## config.mk

```make
export PLATFORM = sky130hd
export DESIGN_NAME = fetch_unit
export DESIGN_NICKNAME = d
export VERILOG_FILES = /design/src/rtl/fetch_unit.sv
export SDC_FILE = /design/constraint.sdc
export NUM_CORES = 1
export LEC_CHECK = 0
export ABC_AREA = 0
export CAP_MARGIN = 10
export CELL_PAD_IN_SITES_DETAIL_PLACEMENT = 0
export CELL_PAD_IN_SITES_GLOBAL_PLACEMENT = 1
export CORE_MARGIN = 2
export CORE_UTILIZATION = 48
export CTS_BUF_LIST = sky130_fd_sc_hd__clkbuf_4
export DETAILED_ROUTE_END_ITERATION = 10
export GPL_ROUTABILITY_DRIVEN = 0
export PLACE_DENSITY_LB_ADDON = 0.05
export SETUP_SLACK_MARGIN = 0.4
export SLEW_MARGIN = 10
export SYNTH_ARGS = -nofsm -noshare
export SYNTH_HDL_FRONTEND = slang
export SYNTH_SLANG_ARGS = --single-unit
```

## constraint.sdc

```tcl
create_clock -name clk -period 2.1 [get_ports clk]
set_input_delay 0.315 -clock clk [delete_from_list [all_inputs] [get_ports clk]]
set_output_delay 0.315 -clock clk [all_outputs]
set_load 0.05 [all_outputs]
```

## src/rtl/fetch_unit.sv

```systemverilog
// Instruction fetch front-end: owns the PC, issues single-cycle-latency reads to
// instruction memory and buffers returned {instr, pc} pairs in a prefetch FIFO.
module fetch_unit #(
  parameter int ADDR_W  = 4,
  parameter int INSTR_W = 16,
  parameter int DEPTH   = 4
) (
  input  logic               clk,
  input  logic               reset_n,
  output logic               imem_rd_en,
  output logic [ADDR_W-1:0]  imem_addr,
  input  logic [INSTR_W-1:0] imem_rdata,
  output logic               instr_valid,
  input  logic               instr_ready,
  output logic [INSTR_W-1:0] instr,
  output logic [ADDR_W-1:0]  instr_pc,
  input  logic               redirect_valid,
  input  logic [ADDR_W-1:0]  redirect_pc
);

  localparam int PTR_W = $clog2(DEPTH);
  localparam int CNT_W = PTR_W + 1;
  localparam logic [CNT_W:0]   DEPTH_L  = (CNT_W + 1)'(DEPTH);
  localparam logic [PTR_W-1:0] PTR_ONE  = PTR_W'(1);
  localparam logic [CNT_W-1:0] CNT_ONE  = CNT_W'(1);
  localparam logic [ADDR_W-1:0] PC_ONE  = ADDR_W'(1);

  logic [ADDR_W-1:0]  fetch_pc_r;
  logic               run_r;
  logic               pend_valid_r;
  logic [ADDR_W-1:0]  pend_pc_r;
  logic [INSTR_W-1:0] fifo_instr_r [DEPTH];
  logic [ADDR_W-1:0]  fifo_pc_r    [DEPTH];
  logic [PTR_W-1:0]   head_r;
  logic [PTR_W-1:0]   tail_r;
  logic [CNT_W-1:0]   count_r;

  logic [CNT_W:0]     inflight_s;
  logic               issue_s;
  logic               push_s;
  logic               pop_s;
  logic               instr_valid_s;

  // Issue credit counts buffered plus in-flight entries; a same-cycle pop earns no credit.
  always_comb begin
    inflight_s    = {1'b0, count_r} + {{CNT_W{1'b0}}, pend_valid_r};
    issue_s       = run_r && !redirect_valid && (inflight_s < DEPTH_L);
    push_s        = pend_valid_r && !redirect_valid;
    instr_valid_s = (count_r != {CNT_W{1'b0}}) && !redirect_valid;
    pop_s         = instr_valid_s && instr_ready;
  end

  // Output drive; head fields are masked to zero whenever nothing is offered.
  always_comb begin
    imem_rd_en  = issue_s;
    imem_addr   = fetch_pc_r;
    instr_valid = instr_valid_s;
    if (instr_valid_s) begin
      instr    = fifo_instr_r[head_r];
      instr_pc = fifo_pc_r[head_r];
    end else begin
      instr    = {INSTR_W{1'b0}};
      instr_pc = {ADDR_W{1'b0}};
    end
  end

  // PC, in-flight tracking and FIFO bookkeeping; redirect outranks pop, push and issue.
  always_ff @(posedge clk or negedge reset_n) begin
    if (!reset_n) begin
      fetch_pc_r   <= {ADDR_W{1'b0}};
      run_r        <= 1'b0;
      pend_valid_r <= 1'b0;
      pend_pc_r    <= {ADDR_W{1'b0}};
      head_r       <= {PTR_W{1'b0}};
      tail_r       <= {PTR_W{1'b0}};
      count_r      <= {CNT_W{1'b0}};
    end else begin
      run_r <= 1'b1;
      if (redirect_valid) begin
        fetch_pc_r   <= redirect_pc;
        pend_valid_r <= 1'b0;
        head_r       <= {PTR_W{1'b0}};
        tail_r       <= {PTR_W{1'b0}};
        count_r      <= {CNT_W{1'b0}};
      end else begin
        if (issue_s) begin
          pend_valid_r <= 1'b1;
          pend_pc_r    <= fetch_pc_r;
          fetch_pc_r   <= fetch_pc_r + PC_ONE;
        end else begin
          pend_valid_r <= 1'b0;
        end
        if (push_s) begin
          tail_r <= tail_r + PTR_ONE;
        end
        if (pop_s) begin
          head_r <= head_r + PTR_ONE;
        end
        case ({push_s, pop_s})
          2'b10:   count_r <= count_r + CNT_ONE;
          2'b01:   count_r <= count_r - CNT_ONE;
          default: count_r <= count_r;
        endcase
      end
    end
  end

  // FIFO storage; the returning read is written at the tail unless squashed by redirect.
  always_ff @(posedge clk or negedge reset_n) begin
    if (!reset_n) begin
      for (int i = 0; i < DEPTH; i++) begin
        fifo_instr_r[i] <= {INSTR_W{1'b0}};
        fifo_pc_r[i]    <= {ADDR_W{1'b0}};
      end
    end else if (push_s) begin
      fifo_instr_r[tail_r] <= imem_rdata;
      fifo_pc_r[tail_r]    <= pend_pc_r;
    end
  end

endmodule

```

### Yosys cells after proc, flatten, opt, wreduce, memory -nomap -nowiden

Cells that the tools add are included.

* logic and storage cells: 67
* register bits: 97
* bits of input ports: 24
* output and inout port bits: 26

* equality and inequality tests: 2
* mux-type cells: 24
* add/subtract/negate cells: 6
* $lt $le $gt $ge: 4
* bitwise gates (word level): 3
* reductions and logical operators: 13

Operators by type and width (count)
* 64-bit bitwise mux: 1
* 16-bit two-way mux: 4
* 16-bit binary-select mux with 2-bit select: 1
* 16-bit demux with 2-bit select: 1
* 4-bit two-way mux: 6
* 16-bit bitwise mux: 1
* 4-bit binary-select mux with 2-bit select: 1
* 4-bit demux with 2-bit select: 1
* 2-bit two-way mux: 4
* 3-bit >= comparator (second input constant): 2
* 1-bit logical AND: 6
* 2-bit NOT with 3-bit output: 2
* 3-bit one-hot mux with 2 select lines: 1
* 2-bit nonzero test: 3
* 3-bit nonzero test: 2
* 2-bit by 1-bit adder with 2-bit output (second input constant): 2
* 3-bit by 1-bit adder with 4-bit output: 1
* 4-bit by 1-bit adder with 4-bit output (second input constant): 1
* 4-bit by 3-bit < comparator with 1-bit output (second input constant): 1
* 3-bit by 1-bit adder with 3-bit output (second input constant): 1
* 3-bit by 1-bit < comparator with 1-bit output (second input constant): 1
* 3-bit two-way mux: 1
* 3-bit by 1-bit subtractor with 3-bit output (second input constant): 1
* 2-bit by 1-bit equality test with 1-bit output (second input constant): 1
* other kinds (5): 6

### Depth between registers and ports, before layout

Gate-level depths: netlist (run 1).

* depth in word-level cells: 6
* mapped depth: 7
* mapped depth without buffers: 7

### Worst setup path before layout (run 1)

No wires, ideal clock.

* path type: reg2out
* start point: reg count_r[0]
* end point: out instr[10]
* data required time: 1.785 ns
* path buffers: 1
* stages on the path, launching flop included: 6
* path slack: -0.150 ns
* data arrival time: 1.935 ns
* cells stage by stage: dfrtp_1 -> nor3_1 -> or2_1 -> inv_1 -> clkbuf_1 -> and2_1

* cells in the longest elaborated chain, start to end: 3

Ends and longest elaborated chain
* start: declaration: line 36 `logic [CNT_W-1:0] count_r;`
* start signal: assignment: line 76 `count_r <= {CNT_W{1'b0}};`
* start signal: assignment: line 84 `count_r <= {CNT_W{1'b0}};`
* start signal: assignment: line 100 `2'b10: count_r <= count_r + CNT_ONE;`
* 3-bit nonzero test: line 49 `instr_valid_s = (count_r != {CNT_W{1'b0}}) && !redirect_valid;`
* 1-bit logical AND: line 49
* via instr_valid: line 13 `output logic instr_valid,`
* 16-bit two-way mux: line 58 `if (instr_valid_s) begin`
* end: declaration: line 15 `output logic [INSTR_W-1:0] instr,`

The timed path passes the listed nets, and every way through them passes these cells.

### Final worst setup path (run 1)

* start point: reg head_r[0]
* end point: out instr[12]

* cells in the longest elaborated chain, start to end: 5

Ends and longest elaborated chain
* start: declaration: line 34 `logic [PTR_W-1:0] head_r;`
* start signal: assignment: line 74 `head_r <= {PTR_W{1'b0}};`
* start signal: assignment: line 82 `head_r <= {PTR_W{1'b0}};`
* start signal: assignment: line 97 `head_r <= head_r + PTR_ONE;`
* 2-bit NOT with 3-bit output (not written as such): line 59 `instr = fifo_instr_r[head_r];`
* 16-bit binary-select mux with 2-bit select: line 59
* 16-bit two-way mux (not written as such) (2 in series): line 59
* 16-bit two-way mux: line 58

No other way between the ends. The select of a mux whose other input is x is not followed.

==> run summary, run 1 <==
The net switching power of the design came out at between 1 and 1.5 mW. The max-slew violation count was 0. Of the cells placed in the final design, the portion with a size suffix greater than 1 is 0.5491.

By startpoint and endpoint, the worst setup path is classified as reg -> out. The worst setup path is launched from a register. The detailed router's first-iteration violation count came out at 76.

Clock tree synthesis found a total of 97 sinks. Clock-pin slew was measured on the worst setup and hold paths at 0.15 ns. The maximum vdd drop is just under 400 uV. The register share of total power came out at 0.490. The clock insertion delay at the later pin of the skew report came out at 0.44 ns. The share of total power in the clock network is 0.198. The post-DP HPWL is between 5000 and 6000 um. By area the synthesized netlist is led by dfrtp_1 (54%), mux2_2 (20%), mux4_2 (10%). The combinational fraction of design power is 0.312. The TritonCTS buffer count is 9. The area of the mapped netlist came out at 4507 um2. The measured slew at the worst slew-check pin is between 0.5 and 0.6 ns. The switching power as a share of total power is 0.2901. The mean post-synth cell area is 14.54 um2. The depth of the worst register-to-register path is 8. For this configuration, the core starts out at a cell density of 0.4924. The worst slew slack as a fraction of its limit is 0.6326. The number of H-tree levels came out at 3.

The overall die area came out at 10,180 um2. The critical path arrival came out at 1.93 ns. When the netlist entered floorplanning its net count stood at 340. The total number of placement rows came out at 35. The die span in x is a little over 100 um. Yosys mapped a number of flops with a built-in enable equal to 0.

For this run, the post-layout net count is between 400 and 500. The total global routing track utilization came out at 0.1947. The number of warnings issued by yosys is 0. The number of I/O pins is 50. The utilization after layout came out at 0.6558. STA puts the critical path data required time at about 1.8 ns. The most used flip-flop cell after synthesis is dfrtp_1. The post-synthesis register bit count is slightly below 100. The total inserted antenna cells is 0.

The clock passes through at most 2 buffers. The count of cell instances traversed by the critical path is 5. The smallest setup slack after layout came out at -0.1405 ns. The post-synthesis async set-or-reset flop share came out at 1.000.

The count of buffer and inverter cells on the critical path came out at 3. The worst setup path is captured at an output port. The overall power is about 5 mW. The number of max-cap violations is 0. The height of the die is 100.9 um. The number of remaining DRC errors is 0. Ranked by instance count, the synthesized netlist is headed by dfrtp_1 (97), mux2_2 (82), and2_1 (20), mux4_2 (20), buf_2 (10).

The number of buffers added on ports is 49. The number of different library cells in the post-synthesis netlist is 43. Among all stages on the critical path, the largest delay is contributed by mux4_2. The worst hold path class is in -> async. In this run the power density over the cells is ~840 nW/um2.

Counting I/O delays and the setup requirement, the final critical path takes 2.240 ns. Setup repair after global routing could not meet its margin everywhere. The number of global-route vias before repair came out at about 2,900. The first-pass iteration count of the detailed router came out at 4. The root buffer cell is clkbuf_4.

The final number of hold-violating endpoints came to 0. The post-synthesis sequential area ratio is 0.5386. The maximum operating frequency came out at 0.4463 GHz. The top cell family by delay on the critical path is multiplexers. The average detailed-routed wire length per instance came out at around 18 um.

The count of nets left with antenna violations once routing finished came out at 0. The flow ran to the end, but the final reports show violations. The internal power came out at 3.569 mW. OpenSTA, run right after detailed placement, puts the worst setup slack at -0.005385 ns. The largest total area in the synthesized netlist belongs to dfrtp_1. Along the worst path, the maximum fanout reaches 7. The pin count of the biggest net entering global routing is 45. Setup violations remaining at the end of the flow were counted as 21. The region available for standard cell placement spans a little over 9000 um2. The peak per-stage delay on the critical path came out at approximately 0.49 ns. Using the TritonRoute via totals, the vias-per-cell ratio works out to roughly 5.5.

The global-route wire length before repair is approximately 15,000 um. The synthesized netlist cell count came out at between 300 and 400. The static power due to leakage is 2.683 nW. The global route total overflow is 0.

Walking the worst path, the cells encountered are buf_6 -> buf_16 -> mux4_2 -> and2_4 -> buf_12. The final reports fail on setup timing. The share of the clock period used by the worst path is 1.067.

The initial antenna violation count is 0. The area growth from synthesis to layout is 33.18%. In the post-synthesis netlist, the cell with the most instances is dfrtp_1. The fraction of synthesized cell area taken by the top area cell type came out at 0.5386. The overall via count from detail_route came out at between 2,000 and 3,000. TritonCTS built the clock tree. After detailed routing, the total wire length is approximately 9000 um.

The final worst clock skew is approximately 0.021 ns.
[timing repair]
| item | in CTS | in global routing |
|---|---|---|
| gates resized for setup | 43 | 5 |
| hold endpoints to repair | 32 | 0 |
| gates cloned | 4 | 0 |
| buffers inserted | 10 | 4 |
| hold buffers | 1 | 0 |
| pin swaps | 22 | 4 |
| endpoints found under the setup margin | 29 | 29 |
[layout make-up]
cell class	count	area (um2)
multi-input cells	188	2066
flip-flops and latches	97	2431
inverters	7	33.78
repair buffers	90	1197
well taps	111	138.9
clock inverters	6	67.56
fillers	680	3151
clock buffers	9	67.56
[sequential cells by signal, summed over array words and instances (netlist names)]
| name | cells |
|---|---|
| fifo_pc_r | 16 |
| pend_pc_r | 4 |
| fifo_instr_r | 64 |
| pend_valid_r | 1 |
| head_r | 2 |
| imem_addr | 4 |
| count_r | 3 |
| run_r | 1 |
| tail_r | 2 |
[cell families (layout without fill, tap and decap cells)]
logic type      count (synthesis)  after routing  share of synthesized area
compound gates                 18             18                    0.02721
xor+xnor                        4              4                   0.007775
fa+ha+maj                       6              6                    0.01832
buf+inv                        25            112                    0.02610
flops                          97             97                     0.5386
mux                           105            105                     0.3120
other cells                     1              1                  0.0008321
simple gates                   54             54                    0.06913
[metal layers]
metal,global-route usage,up-vias,share of wire
met3,0.04230,8,0.026
met5,0,-,0
met4,0.04990,0,0.012
li1,-,1297,-
met1,0.2663,1462,0.45
met2,0.3195,35,0.52
[power by group through the flow]
stage	Clock, mW	Combinational, mW	Sequential, mW
4_1_cts	1.03	1.58	2.47
3_3_place_gp	0	1.39	2.50
2_1_floorplan	0	0.929	2.47
5_1_grt	1.11	1.69	2.51
6_report	0.994	1.57	2.47
3_5_place_dp	0	1.41	2.52
[stage by stage]
stage / cells / TNS [ns] / cell area (um2) / hold slack [ns]
after floorplan: 310 / 0 / 4583 / 0.01941
after global placement: 474 / 0 / 5553 / 0.3071
after detailed placement: 474 / -0.005385 / 5553 / 0.3113
after CTS: 504 / -2.772 / 5972 / 0.3406
after global routing: 508 / -4.128 / 6002 / 0.3556
final: 508 / -2.308 / 6002 / 0.3546
[worst paths after layout]
path / end / start / slack, ns
worst max register to register: count_r[1]$_DFFE_PN0P_ / count_r[0]$_DFFE_PN0P_ / 0.17
worst min-delay path: fifo_pc_r[9]$_DFFE_PN0P_ / reset_n / 0.35
worst max-delay path: instr[12] / head_r[0]$_DFFE_PN0P_ / -0.14
max in group asynchronous: fifo_instr_r[24]$_DFFE_PN0P_ / reset_n / 1.16
worst min register to register: fifo_pc_r[7]$_DFFE_PN0P_ / fifo_pc_r[7]$_DFFE_PN0P_ / 0.51
min in group clk: imem_addr[1]$_DFFE_PN0P_ / redirect_pc[1] / 0.43
[cells in the final DEF (no fill, tap or decap), types with 5 or more instances in the layout]
master,Yosys,layout
o21ai_0,5,5
nor2_1,8,7
nand2_1,6,6
and2_4,0,20
buf_6,1,8
mux4_2,20,20
nand3_1,5,5
clkbuf_4,0,9
clkdlybuf4s50_1,0,22
inv_1,6,5
dfrtp_1,97,94
buf_4,1,23
ha_1,5,5
buf_12,0,27
mux2_2,82,80
(Power assumes the default switching activity.)
==> run 2: changes to the inputs <==
REMOVE_ABC_BUFFERS = 1   (was default)
==> run 2 against run 1 <==
- the flow still finishes with violations (setup timing)
- sequential share of layout area down 0.097 points
- non-clock buffer count up 2
- sequential power about the same
- die area unchanged
- final area up 0.19%
- via count down 0.54%
- cell count up 0.59%
- register-to-register slack worse by 0.16 ns
- wire length up 4.3%
- critical path depth unchanged
- combinational power about the same
- first-iteration DRC count down 18%
==> run summary, run 2 (synthesis gave the netlist of run 1 again) <==
The total number of placement rows is 35 (unchanged). The fraction of met1 tracks used by global routing came out at 0.2753 (was 0.2663). The worst-path cell with the longest stage delay is mux4_2 (unchanged). The average detailed-routed wire length per instance is 18.32 um (was 17.67 um). The measured slew at the worst slew-check pin came out at 0.5421 ns (was 0.5464 ns). The maximum fanout count along the critical path came out at 5 (was 7). The register clock-pin slew on the reported worst setup and hold paths is 0.16 ns (was 0.15 ns). The combinational fraction of design power was 0.313 (was 0.312). The final layout net count is 425 (was 423).

The most frequent standard cell in the layout excluding fill and tap cells is dfrtp_1 (unchanged). The aggregate routed wire length is 9359 um (was 8976 um). The root buffer cell is clkbuf_4 (unchanged). The overall die area came out at 10,180 um2 (unchanged).

The minimum clock period after layout is 2.253 ns (was 2.240 ns). The origin of the critical flop-to-flop path is count_r[2]$_DFFE_PN0P_ (was count_r[0]$_DFFE_PN0P_). The power per cell area came to 837.1 nW/um2 (was 837.8 nW/um2). The height of the die is 100.9 um (unchanged). The internal power is 3.572 mW (was 3.569 mW).

The number of remaining DRC errors is 0 (unchanged). The core box area is 9153 um2 (unchanged). The detailed router's first-iteration violation count is 62 (was 76). The die span in x is 100.9 um (unchanged). The switching power as a share of total power was 0.2903 (was 0.2901).

Violations in the final reports: setup timing (unchanged). The global-route wire length before repair came out at 15,300 um (was 14,960 um). The max-slew violation count is 0 (unchanged). Biggest registers after layout: fifo_instr_r (64), fifo_pc_r (16) (unchanged). The pin count of the biggest net entering global routing is 41 (was 45). The share of total power in the clock network came out at 0.196 (was 0.198).

The number of instances in the placed design is 474 (unchanged). The number of global-route vias before repair came out at 2,908 (was 2,883). The type of the worst setup path was reg -> out (unchanged). The static power due to leakage is 2.679 nW (was 2.683 nW). Setup repair after global routing missed its margin: yes (unchanged). The number of H-tree levels came out at 3 (unchanged). The share of the clock period used by the worst path came to 1.073 (was 1.067). The number of I/O pins is 50 (unchanged). The first-pass iteration count of the detailed router is 4 (unchanged). The register share of total power is 0.491 (was 0.490).

The critical path capture point type is an output port (unchanged). The number of nets still failing antenna checks after routing was 0 (unchanged). The routing layer with the top usage in global route is met2 (unchanged). Highest-count cells in the layout ignoring fill and taps: dfrtp_1 (95), mux2_2 (82), buf_12 (29), buf_4 (25), clkdlybuf4s50_1 (22) (was dfrtp_1 (94), mux2_2 (80), buf_12 (27), buf_4 (23), clkdlybuf4s50_1 (22)).

The worst slew slack as a fraction of its limit was 0.6355 (was 0.6326). The routing usage on met2 came to 0.3277 (was 0.3195). The number of max-cap violations is 0 (unchanged). The total global routing track utilization came out at 0.1974 (was 0.1947). The TritonCTS buffer count is 9 (unchanged). The register with the most flip-flops was fifo_instr_r (unchanged).

The initial cell density of the core is 0.4924 (unchanged). The final cell count without fillers came out at 511 (was 508). The peak per-stage delay on the critical path came out at 0.49 ns (about the same). The ratio of routed vias to standard cells is 5.454 (was 5.516).

The number of flip-flops in the largest register is 64 (unchanged). The area growth from synthesis to layout is 33.43% (was 33.18%). The final worst clock skew came out at 0.01334 ns (was 0.02073 ns). The worst endpoint required time is 1.78 ns (about the same). The maximum vdd drop is 377.3 uV (was 386.0 uV). The met3 demand-to-capacity share in global routing is 0.02566 (was 0.04230). The clock insertion delay at the later pin of the skew report was 0.42 ns (was 0.44 ns). The number of buffers added on ports came out at 49 (unchanged). The smallest setup slack after layout came out at -0.1533 ns (was -0.1405 ns).

The final number of hold-violating endpoints is 0 (unchanged). The number of buffers between clock root and the deepest sink is 2 (unchanged). Cells along the critical path: buf_6 -> buf_16 -> mux4_2 -> and2_4 -> buf_12 (unchanged). The post-DP HPWL is 5627 um (was 5630 um). The final setup violation count came out at 21 (unchanged). The CTS tree is built (unchanged). The origin of the worst setup path is head_r[0]$_DFFE_PN0P_ (unchanged).

The overall power came to 5.033 mW (was 5.028 mW). The overall via count from detail_route came out at 2,787 (was 2,802). Status: complete, but fails checks (unchanged). The startpoint type of the worst setup path is a register (unchanged). The total number of clock tree sinks is 97 (unchanged). The worst hold path class is in -> async (unchanged). The fraction of layout instances using a drive strength above 1 is 0.5425 (was 0.5491). The global route total overflow was 0 (unchanged). The setup total negative slack came out at -2.736 ns (was -2.308 ns). The total inserted antenna cells came out at 0 (unchanged). The net switching power of the design is 1.461 mW (was 1.459 mW). The maximum operating frequency came to 0.4438 GHz (was 0.4463 GHz). The critical path arrival came out at 1.94 ns (was 1.93 ns). The initial antenna violation count came out at 0 (unchanged).
[run 2: power groups by stage]
| stage | combinational (mW) | sequential (mW) | clock [mW] |
|---|---|---|---|
| after floorplan | 0.828 | 2.50 | 0 |
| after global placement | 1.35 | 2.49 | 0 |
| after detailed placement | 1.38 | 2.50 | 0 |
| after CTS | 1.55 | 2.47 | 1.02 |
| after global routing | 1.69 | 2.52 | 1.09 |
| final | 1.58 | 2.47 | 0.988 |
[run 2: per-stage QoR]
stage	area [um2]	utilization	hold WS [ns]	setup slack, ns
finish	6013	0.6570	0.3654	-0.1533
global route	6013	0.6570	0.3721	-0.2591
CTS	5934	0.6484	0.3572	-0.1998
detailed placement	5490	0.5999	0.3025	-0.02585
global placement	5490	0.5999	0.3026	-0.01109
floorplan	4415	-	0.01941	-0.1534
[run 2: area by class of cell]
type	count	area (um2)
flip-flops and latches	97	2430
repair buffers	92	1227
fillers	688	3139
well taps	111	138.9
clock buffers	9	67.56
multi-input cells	188	2053
clock inverters	7	70.07
inverters	7	26.28
[run 2: what timing repair did]
action / CTS / global route
cloned: 4 / 0
hold buffers: 1 / 0
pin swaps: 25 / 4
endpoints found under the setup margin: 29 / 75
hold endpoints to repair: 32 / 0
resized for setup: 52 / 7
buffers inserted: 10 / 6
[run 2: final timing paths]
kind                       slack [ns]                      endpoint  cells after the start
hold reg to reg                  0.52  fifo_instr_r[17]$_DFFE_PN0P_                      1
setup / recovery                -0.15                     instr[13]                      5
setup reg to reg                 0.01        count_r[1]$_DFFE_PN0P_                      9
hold / removal                   0.37  fifo_instr_r[29]$_DFFE_PN0P_                      2
min in group clk                 0.44      imem_addr[3]$_DFFE_PN0P_                      3
max in group asynchronous        1.15        pend_valid_r$_DFF_PN0_                      3
[run 2: routing by layer]
layer	up-vias	share of wire
li1	1300	-
met1	1436	0.47
met2	44	0.50
met3	7	0.019
met4	0	0.0095
met5	-	0
[run 2: critical path: cells and delay by family, from the launching register on]
kind | cells | cell delay (ns)
simple gates | 1 | 0.16
buf+inv | 3 | 0.42
mux | 1 | 0.49
flops | 1 | 0.45
